## src/rtl/axi_addr_cdc_issuer.sv

```systemverilog
// Read-domain consumer of the address-channel async FIFO: pops packed AXI address
// beats into a registered AxVALID/AxREADY master port, bounded by an outstanding-burst credit.
module axi_addr_cdc_issuer #(
  parameter int MAX_OUTSTANDING = 4,
  parameter int CNT_W           = 4
) (
  input  logic             clk,
  input  logic             rst,
  input  logic             fifo_not_empty,
  input  logic [48:0]      fifo_r_data,
  output logic             fifo_rd_en,
  output logic [7:0]       a_id,
  output logic [31:0]      a_addr,
  output logic [3:0]       a_len,
  output logic [2:0]       a_size,
  output logic [1:0]       a_burst,
  output logic             a_valid,
  input  logic             a_ready,
  input  logic             cpl_valid,
  output logic [CNT_W-1:0] in_flight,
  output logic             burst_err
);

  typedef struct packed {
    logic [7:0]  id;
    logic [31:0] addr;
    logic [3:0]  len;
    logic [2:0]  size;
    logic [1:0]  burst;
  } beat_t;

  typedef enum logic {EMPTY = 1'b0, HOLD = 1'b1} state_t;

  localparam logic [CNT_W-1:0] MAX_C = CNT_W'(MAX_OUTSTANDING);

  state_t state, state_nxt;
  beat_t  beat_q, beat_in;
  logic   can_take, credit, pop, cpl_eff;

  assign beat_in  = beat_t'(fifo_r_data);
  // can_take uses the registered state, so a_valid never sees a_ready combinationally.
  assign can_take = (state == EMPTY) || a_ready;
  assign credit   = (in_flight < MAX_C) || cpl_valid;
  assign pop      = !rst && fifo_not_empty && can_take && credit;
  assign fifo_rd_en = pop;

  always_ff @(posedge clk or posedge rst) begin
    if (rst) state <= EMPTY;
    else     state <= state_nxt;
  end

  always_comb begin
    state_nxt = state;
    case (state)
      EMPTY: if (pop)             state_nxt = HOLD;
      HOLD:  if (!pop && a_ready) state_nxt = EMPTY;
      default:                    state_nxt = EMPTY;
    endcase
  end

  always_comb begin
    a_valid = (state == HOLD);
    a_id    = beat_q.id;
    a_addr  = beat_q.addr;
    a_len   = beat_q.len;
    a_size  = beat_q.size;
    a_burst = beat_q.burst;
  end

  // FIFO data is only trusted in the pop cycle.
  always_ff @(posedge clk or posedge rst) begin
    if (rst)      beat_q <= '0;
    else if (pop) beat_q <= beat_in;
  end

  // A completion with nothing in flight is a protocol error and is ignored.
  assign cpl_eff = cpl_valid && (in_flight != '0);

  always_ff @(posedge clk or posedge rst) begin
    if (rst) begin
      in_flight <= '0;
    end else begin
      case ({pop, cpl_eff})
        2'b10:   in_flight <= in_flight + CNT_W'(1);
        2'b01:   in_flight <= in_flight - CNT_W'(1);
        default: in_flight <= in_flight;
      endcase
    end
  end

  always_ff @(posedge clk or posedge rst) begin
    if (rst) burst_err <= 1'b0;
    else     burst_err <= pop && (beat_in.burst == 2'b11);
  end

endmodule

```

## config.mk

```make
export PLATFORM = sky130hd
export DESIGN_NAME = axi_addr_cdc_issuer
export DESIGN_NICKNAME = d
export VERILOG_FILES = /design/src/rtl/axi_addr_cdc_issuer.sv
export SDC_FILE = /design/constraint.sdc
export NUM_CORES = 1
export LEC_CHECK = 0
export CORE_ASPECT_RATIO = 0.9
export CORE_UTILIZATION = 35
export CTS_CLUSTER_DIAMETER = 60
export DETAILED_ROUTE_END_ITERATION = 10
export PLACE_DENSITY_LB_ADDON = 0.08
export SLEW_MARGIN = 30
export SYNTH_ARGS = -nofsm -noshare
export SYNTH_HDL_FRONTEND = slang
export SYNTH_SLANG_ARGS = --single-unit
```

## constraint.sdc

```tcl
create_clock -name clk -period 3.6 [get_ports clk]
set_clock_uncertainty 0.2 [all_clocks]
set_input_delay 0.72 -clock clk [delete_from_list [all_inputs] [get_ports clk]]
set_output_delay 0.72 -clock clk [all_outputs]
set_load 0.05 [all_outputs]
```

==> results_tabular.tex, run 1 <==
\begin{tabular}{lr}
\hline
Metric & Value \\
\hline
\multicolumn{2}{l}{\textbf{Status}} \\
\quad Outcome & completed \\
\multicolumn{2}{l}{\textbf{Synth}} \\
\quad FFs w/ async S/R, synth & 100.0\% \\
\quad Ranking of synthesized cells by area & sky130\_fd\_sc\_hd\_\_dfrtp\_1, sky130\_fd\_sc\_hd\_\_mux2\_2, sky130\_fd\_sc\_hd\_\_mux2\_4, sky130\_fd\_sc\_hd\_\_buf\_6, sky130\_fd\_sc\_hd\_\_ha\_1 \\
\quad Dominant register cell in the synthesized netlist & sky130\_fd\_sc\_hd\_\_dfrtp\_1 \\
\quad Synth warn & 0 \\
\quad Post-synth cell types & 26 \\
\quad Synthesized area & 2270 sq um \\
\quad Mapped Nets & 198 \\
\quad Post-synth EDFFs & 0 \\
\quad Sequential cell area fraction in the yosys report & 60.64\% \\
\quad Top cell type by total area after synthesis & sky130\_fd\_sc\_hd\_\_dfrtp\_1 \\
\quad Area share of the largest cell type after synthesis & 60.64\% \\
\quad Mean area per synthesized cell & 16.10 sq um \\
\quad Seq cells post-synth & 55 \\
\quad Synthesized instance count & 141 \\
\multicolumn{2}{l}{\textbf{STA}} \\
\quad Max-Slew Margin vs Limit & about 53\% \\
\quad Final slew viol count & 0 \\
\quad \# setup viols final & 0 \\
\quad Unrepaired setup endpoints after global routing & false \\
\quad Final Critical Period & around 2900 ps \\
\quad Final Hold Violating Endpoints & 0 \\
\quad Worst-case hold slack & 308.5 ps \\
\quad Total Negative Setup Slacks & 0 ps \\
\quad Post-route fraction of the period consumed by the critical path & 80.65\% \\
\quad Worst-Margin Slew & $\sim$700 ps \\
\quad Fmax & approximately 0.34 GHz \\
\multicolumn{2}{l}{\textbf{Cells and area}} \\
\quad Share of cells above drive strength 1 & 25.88\% \\
\quad Area growth from synthesis to layout & 55.68\% \\
\quad Layout Nets & 311 \\
\quad Non-Filler Instances & 342 \\
\quad Most frequent standard cell in the layout excluding fill and tap cells & sky130\_fd\_sc\_hd\_\_clkdlybuf4s50\_1 \\
\quad Top library cells by usage in the layout, fill and taps aside & sky130\_fd\_sc\_hd\_\_clkdlybuf4s50\_1, sky130\_fd\_sc\_hd\_\_dfrtp\_1, sky130\_fd\_sc\_hd\_\_mux2\_2 \\
\quad Antenna fix cells & 0 \\
\multicolumn{2}{l}{\textbf{Clock network}} \\
\quad TritonCTS clock tree & yes \\
\quad Clock tree buffer depth & 2 \\
\quad Setup Fix Bufs, Post-CTS & 0 \\
\quad H-tree levels & 2 \\
\quad Clock edge transition at the registers on the reported setup and hold paths & $\sim$90 ps \\
\quad TritonCTS buffer count & 5 \\
\quad Clk sinks & 55 \\
\quad Hold buffers post-CTS & 0 \\
\quad Clock insertion delay at the later pin of the skew report & 300 ps \\
\quad Clock tree root driver cell & sky130\_fd\_sc\_hd\_\_clkbuf\_8 \\
\quad Post-CTS Resized & 0 \\
\multicolumn{2}{l}{\textbf{Critical path}} \\
\quad Max stage delay cell, worst path & sky130\_fd\_sc\_hd\_\_clkdlybuf4s50\_1 \\
\quad Crit end category & primary output \\
\quad Crit path launch type & input port \\
\quad Crit path kind & in2out \\
\quad CP delay by family, top & buffers and inverters \\
\quad Largest stage delay on the critical path & about 500 ps \\
\quad Data required, critical path & $\sim$2700 ps \\
\quad Largest fanout of any net on the critical path & 16 \\
\quad Buf+Inv Stages, Crit Path & 5 \\
\quad Cell with the most instances on the worst path & sky130\_fd\_sc\_hd\_\_buf\_4 \\
\quad Data arrival time of the critical path & 1980 ps \\
\quad Critical path cell sequence & clkdlybuf4s50\_1 -> clkinvlp\_4 -> o2111ai\_4 -> buf\_4 -> inv\_1 -> buf\_4 \\
\multicolumn{2}{l}{\textbf{Floorplan}} \\
\quad Die Span X & 86.89 um \\
\quad Site row count & 27 \\
\quad DIE AREA & slightly below 7000 sq um \\
\quad Initial standard-cell utilization of the core & 36.71\% \\
\quad Vertical die dimension & 78.40 um \\
\quad Std-Cell Core Area & 6182 sq um \\
\quad IO Count & 110 \\
\multicolumn{2}{l}{\textbf{Routing}} \\
\quad Count of nets left with antenna violations after detail routing & 0 \\
\quad Vias per Instance & 4.447 \\
\quad Final Routed Wirelength & 4735 um \\
\quad Number of optimization iterations in the first detailed-route pass & 4 \\
\quad Vias after detailed routing & 1521 \\
\quad Violation count after the first detailed-route iteration & 11 \\
\quad Drt wl/cell & $\sim$14 um \\
\quad Post-detailed-route DRC marker count & 0 \\
\multicolumn{2}{l}{\textbf{Power and ir drop}} \\
\quad P per Cell Area & about 940 nW/um\^{}2 \\
\quad Overall Power & 3.313 mW \\
\quad Static power due to leakage & 1.462 nW \\
\quad Worst-case vdd ir drop & $\sim$0.4 mV \\
\multicolumn{2}{l}{\textbf{Place}} \\
\quad Weighted congestion at the end of routability-driven global placement & 0.7424 \\
\quad Cell count after placement & 334 \\
\quad \# port buffers & 109 \\
\quad DPL Wire Length & 3357 um \\
\multicolumn{2}{l}{\textbf{Global routing}} \\
\quad Remaining global-route overflow & 0 \\
\quad First-pass GRT wire length & roughly 7600 um \\
\quad GRT Resource Usage Total & 14.77\% \\
\quad Pin count of the biggest net entering global routing & 56 \\
\quad Vias in the first global route & 1570 \\
\quad Number of antenna violations at the first check in global routing & 0 \\
\multicolumn{2}{l}{\textbf{Run}} \\
\quad Max-cap check violation count & 0 \\
\multicolumn{2}{l}{\textbf{Worst hold path}} \\
\quad Hold/Removal Path Class & reg2reg \\
\hline
\end{tabular}
[area by class of cell]
type | count | area (sq um)
Clock buffer | 7 | 86.33
Clock inverter | 1 | 8.758
Fill cell | 519 | 2649
Inverter | 4 | 18.77
Multi-Input combinational cell | 76 | 823.3
Sequential cell | 55 | 1376
Tap cell | 87 | 108.9
Timing Repair Buffer | 112 | 1111
[metal layers]
layer	track usage (%)	vias up	routed length [um]
li1	-	724	-
met1	18.42	739	2019
met2	22.76	52	2239
met3	6.204	6	415
met4	5.500	0	61
met5	0	-	0
[registers in the layout, summed over array words and instances (netlist names)]
name and flops:
a_burst 2, a_addr 32, in_flight 4, a_id 8
a_len 4, burst_err 1, a_size 3, a_valid 1
[path summary, 6_finish.rpt]
kind	slack [ps]	startpoint	endpoint	cells after the start
min reg2reg	310	a_id[4]	a_id[4]	1
min	310	a_id[4]	a_id[4]	1
max	700	rst	fifo_rd_en	6
max in group asynchronous	1920	rst	a_addr[31]	3
min in group asynchronous	830	rst	in_flight[1]	3
max reg2reg	1190	in_flight[0]	in_flight[2]	7
[logic make-up (layout without fill, tap and decap cells)]
family | count (synthesis) | count (layout) | synth area share, %
and+or+nand+nor | 11 | 11 | 2.867
adders and majority gates | 3 | 3 | 1.654
muxes | 51 | 51 | 25.91
AOI/OAI and AO/OA | 8 | 8 | 3.969
buffers and inverters | 10 | 124 | 3.803
DFF | 55 | 55 | 60.64
xor gates and xnor gates | 3 | 3 | 1.158
[stage by stage]
step / utilization [%] / area [sq um] / setup WS (ps)
5_1_grt: 57.15 / 3533 / 622.0
3_3_place_gp: 55.62 / 3438 / 557.7
2_1_floorplan: - / 2290 / 2.030
6_report: 57.15 / 3533 / 696.6
3_5_place_dp: 55.62 / 3438 / 526.3
4_1_cts: 57.15 / 3533 / 670.3
[Yosys cell counts (2+ instances only)]
cell,n
sky130_fd_sc_hd__buf_6,5
sky130_fd_sc_hd__dfrtp_1,55
sky130_fd_sc_hd__ha_1,3
sky130_fd_sc_hd__inv_1,4
sky130_fd_sc_hd__mux2_2,46
sky130_fd_sc_hd__mux2_4,4
sky130_fd_sc_hd__nand2_1,2
sky130_fd_sc_hd__nor2_1,3
sky130_fd_sc_hd__xnor2_1,2
[power breakdown]
group          switching [mW]  leakage (nW)  internal (mW)
Sequential              0.151         0.648          0.870
Clock                   0.196        0.0484          0.158
Combinational            1.20         0.766          0.742
No activity file was read; power rests on OpenSTA's default activity.
==> inputs of run 2 (changes only) <==
==> constraint.sdc (replaced) <==
create_clock -name clk -period 2.49 [get_ports clk]
set_clock_uncertainty 0.2 [all_clocks]
set_input_delay 0.498 -clock clk [delete_from_list [all_inputs] [get_ports clk]]
set_output_delay 0.498 -clock clk [all_outputs]
set_load 0.05 [all_outputs]
==> run 2 against run 1 <==
  * Sequential cell count stayed put
  * Count of clock-buffer cells in the layout grew 1
  * Sequential share of layout area decreased by 3.1 points
  * Cell count up 4.1%
  * Worst hold slack gained 3.1 ps
  * First-iteration DRC count increased by 130%
  * Via count is 3.1% higher
  * Worst setup slack got worse by 620 ps
  * Critical path depth is the same
  * Final area rose by 8.7%
  * Die area unchanged
  * Critical path type unchanged
  * Largest cell class unchanged
  * Highest routed layer unchanged
==> results_tabular.tex, run 2 (same netlist as run 1, synthesis figures left out) <==
\begin{tabular}{lr}
\hline
Metric & Value \\
\hline
\multicolumn{2}{l}{\textbf{Clock network}} \\
\quad Clock insertion delay at the later pin of the skew report & 300 ps (about the same) \\
\quad Clock edge transition at the registers on the reported setup and hold paths & 90 ps (about the same) \\
\quad TritonCTS buffer count & 5 (unchanged) \\
\quad Clock tree root driver cell & sky130\_fd\_sc\_hd\_\_clkbuf\_8 \\
\quad Hold buffers post-CTS & 0 (unchanged) \\
\quad H-tree levels & 2 (unchanged) \\
\quad Clock tree buffer depth & 2 (unchanged) \\
\quad TritonCTS clock tree & yes \\
\quad Clk sinks & 55 (unchanged) \\
\multicolumn{2}{l}{\textbf{Place}} \\
\quad Cell count after placement & 344 (+3.0\%) \\
\quad \# port buffers & 109 (unchanged) \\
\quad Minimum setup slack after placement & -205.8 ps (-732.1 ps) \\
\quad DPL Wire Length & 3569 um (+6.3\%) \\
\quad Weighted congestion at the end of routability-driven global placement & 0.7188 (-3.2\%) \\
\multicolumn{2}{l}{\textbf{Floorplan}} \\
\quad Site row count & 27 (unchanged) \\
\quad DIE AREA & 6811 sq um (unchanged) \\
\quad Die Span X & 86.89 um (unchanged) \\
\quad Initial standard-cell utilization of the core & 36.71\% (unchanged) \\
\quad IO Count & 110 (unchanged) \\
\quad Vertical die dimension & 78.40 um (unchanged) \\
\quad Std-Cell Core Area & 6182 sq um (unchanged) \\
\multicolumn{2}{l}{\textbf{Routing}} \\
\quad Vias per Instance & 4.404 (-0.96\%) \\
\quad Vias after detailed routing & 1568 (+3.1\%) \\
\quad Count of nets left with antenna violations after detail routing & 0 (unchanged) \\
\quad Drt wl/cell & 14.01 um (+1.2\%) \\
\quad Violation count after the first detailed-route iteration & 25 (+14) \\
\quad Number of optimization iterations in the first detailed-route pass & 4 (unchanged) \\
\quad Final Routed Wirelength & 4987 um (+5.3\%) \\
\quad Post-detailed-route DRC marker count & 0 (unchanged) \\
\multicolumn{2}{l}{\textbf{Global routing}} \\
\quad Pin count of the biggest net entering global routing & 56 (unchanged) \\
\quad Vias in the first global route & 1638 (+4.3\%) \\
\quad First-pass GRT wire length & 8155 um (+7.6\%) \\
\quad Number of antenna violations at the first check in global routing & 0 (unchanged) \\
\quad Remaining global-route overflow & 0 (unchanged) \\
\quad GRT Resource Usage Total & 15.70\% (+0.92 points) \\
\multicolumn{2}{l}{\textbf{Power and ir drop}} \\
\quad Overall Power & 5.136 mW (+55\%) \\
\quad P per Cell Area & 1337 nW/um\^{}2 (+43\%) \\
\quad Worst-case vdd ir drop & 0.6850 mV (+76\%) \\
\quad Static power due to leakage & 1.738 nW (+19\%) \\
\multicolumn{2}{l}{\textbf{Status}} \\
\quad Outcome & completed \\
\multicolumn{2}{l}{\textbf{Cells and area}} \\
\quad Non-Filler Instances & 356 (+4.1\%) \\
\quad Most frequent standard cell in the layout excluding fill and tap cells & sky130\_fd\_sc\_hd\_\_clkdlybuf4s50\_1 \\
\quad Top library cells by usage in the layout, fill and taps aside & sky130\_fd\_sc\_hd\_\_clkdlybuf4s50\_1, sky130\_fd\_sc\_hd\_\_dfrtp\_1, sky130\_fd\_sc\_hd\_\_mux2\_4 \\
\quad Layout Nets & 325 (+4.5\%) \\
\quad Number of flip-flops in the largest register & 32 (unchanged) \\
\quad Area growth from synthesis to layout & 69.29\% \\
\quad Utilization after layout & 62.15\% (+5.0 points) \\
\quad Share of cells above drive strength 1 & 31.60\% (+5.7 points) \\
\quad Antenna fix cells & 0 (unchanged) \\
\multicolumn{2}{l}{\textbf{STA}} \\
\quad Final Hold Violating Endpoints & 0 (unchanged) \\
\quad Fmax & 0.4142 GHz \\
\quad Post-route fraction of the period consumed by the critical path & 96.96\% \\
\quad Final Critical Period & 2414 ps \\
\quad Total Negative Setup Slacks & 0 ps (unchanged) \\
\quad Setup ws final & 75.69 ps (-620.9 ps) \\
\quad Final slew viol count & 0 (unchanged) \\
\quad Max-Slew Margin vs Limit & 54.09\% (+0.98 points) \\
\quad Unrepaired setup endpoints after global routing & false \\
\quad \# setup viols final & 0 (unchanged) \\
\quad Worst-Margin Slew & 688.6 ps (-14.68 ps) \\
\multicolumn{2}{l}{\textbf{Critical path}} \\
\quad Crit path launch type & input port \\
\quad Largest stage delay on the critical path & 460 ps (-40 ps) \\
\quad Minimum setup slack among reg-to-reg paths & 260 ps (-930 ps) \\
\quad Max stage delay cell, worst path & sky130\_fd\_sc\_hd\_\_clkdlybuf4s50\_1 \\
\quad Data required, critical path & 1790 ps (-890 ps) \\
\quad Crit path kind & in2out \\
\quad Startpoint of the worst-slack reg-to-reg timing path & in\_flight[3] \\
\quad Largest fanout of any net on the critical path & 7 (-9) \\
\quad Endpoint of the most critical register-to-register path & in\_flight[3] \\
\quad Data arrival time of the critical path & 1720 ps (-260 ps) \\
\quad Crit end category & primary output \\
\quad Cell depth of the worst flop-to-flop path & 6 (-1) \\
\quad Critical path cell sequence & clkdlybuf4s50\_1 -> nand2b\_2 -> o2111ai\_4 -> buf\_12 -> inv\_1 -> buf\_4 \\
\multicolumn{2}{l}{\textbf{Worst hold path}} \\
\quad Worst-case hold path end point & a\_addr[27] \\
\quad Source of the worst hold timing path & a\_addr[27] \\
\quad Hold/Removal Path Class & reg2reg \\
\quad Worst hold path depth & 1 (unchanged) \\
\multicolumn{2}{l}{\textbf{Run}} \\
\quad Max-cap check violation count & 0 (unchanged) \\
\hline
\end{tabular}
==> run 2: changes by cell type in the layout (fill, tap and decap cells not counted), moves of 2 or more <==
cell	change
sky130_fd_sc_hd__buf_4	+13
sky130_fd_sc_hd__mux2_2	-40
sky130_fd_sc_hd__ha_1	-2
sky130_fd_sc_hd__mux2_4	+40
==> run 2: repair_timing <==
| item | in CTS | in global routing |
|---|---|---|
| pin swaps | 1 | 1 |
| gates resized for setup | 3 | 1 |
| setup endpoints to repair | 1 | 1 |
| buffers inserted | 0 | 4 |
==> run 2: area by class of cell <==
class	count	area, sq um
tap	87	108.9
sequential	55	1376
fill	506	2340
multi-input combinational	76	1010
timing repair buffer	126	1229
clock buffer	8	100.1
inverter	4	18.77
==> run 2: worst max-delay path by stage <==
| stage | endpoint | start | cells after the start | slack [ps] |
|---|---|---|---|---|
| after floorplan | in_flight[3] | rst | 7 | -730 |
| after global placement | in_flight[3] | cpl_valid | 6 | -160 |
| after detailed placement | in_flight[3] | cpl_valid | 6 | -210 |
| after CTS | fifo_rd_en | a_ready | 6 | 6 |
| after global routing | fifo_rd_en | a_ready | 6 | 30 |
| final | fifo_rd_en | a_ready | 6 | 80 |
==> run 2: per-stage QoR <==
step                area (sq um)  hold slack, ps
finish                      3842           311.6
global route                3842           330.1
CTS                         3810           313.9
detailed placement          3697           291.4
global placement            3697           287.2
floorplan                   2474           387.2
==> run 2: metal layers <==
metal | up-vias | wire length (um) | track usage [%] | share of wire [%]
li1 | 744 | - | - | -
met1 | 769 | 2206 | 21.91 | 44
met2 | 50 | 2417 | 23.15 | 48
met3 | 5 | 301 | 4.837 | 6.0
met4 | 0 | 61 | 5.000 | 1.2
met5 | - | 0 | 0 | 0
==> run 2: power by group <==
part | internal [mW] | switching [mW] | total, mW
combinational | 1.32 | 1.81 | 3.13
sequential | 1.26 | 0.223 | 1.48
clock | 0.254 | 0.264 | 0.518
==> run 2: worst max-delay path, delay by kind of cell <==
| family | cells | cell delay (ps) |
|---|---|---|
| buffers and inverters | 4 | 870 |
| AOI/OAI and AO/OA | 1 | 190 |
| and+or+nand+nor | 1 | 150 |
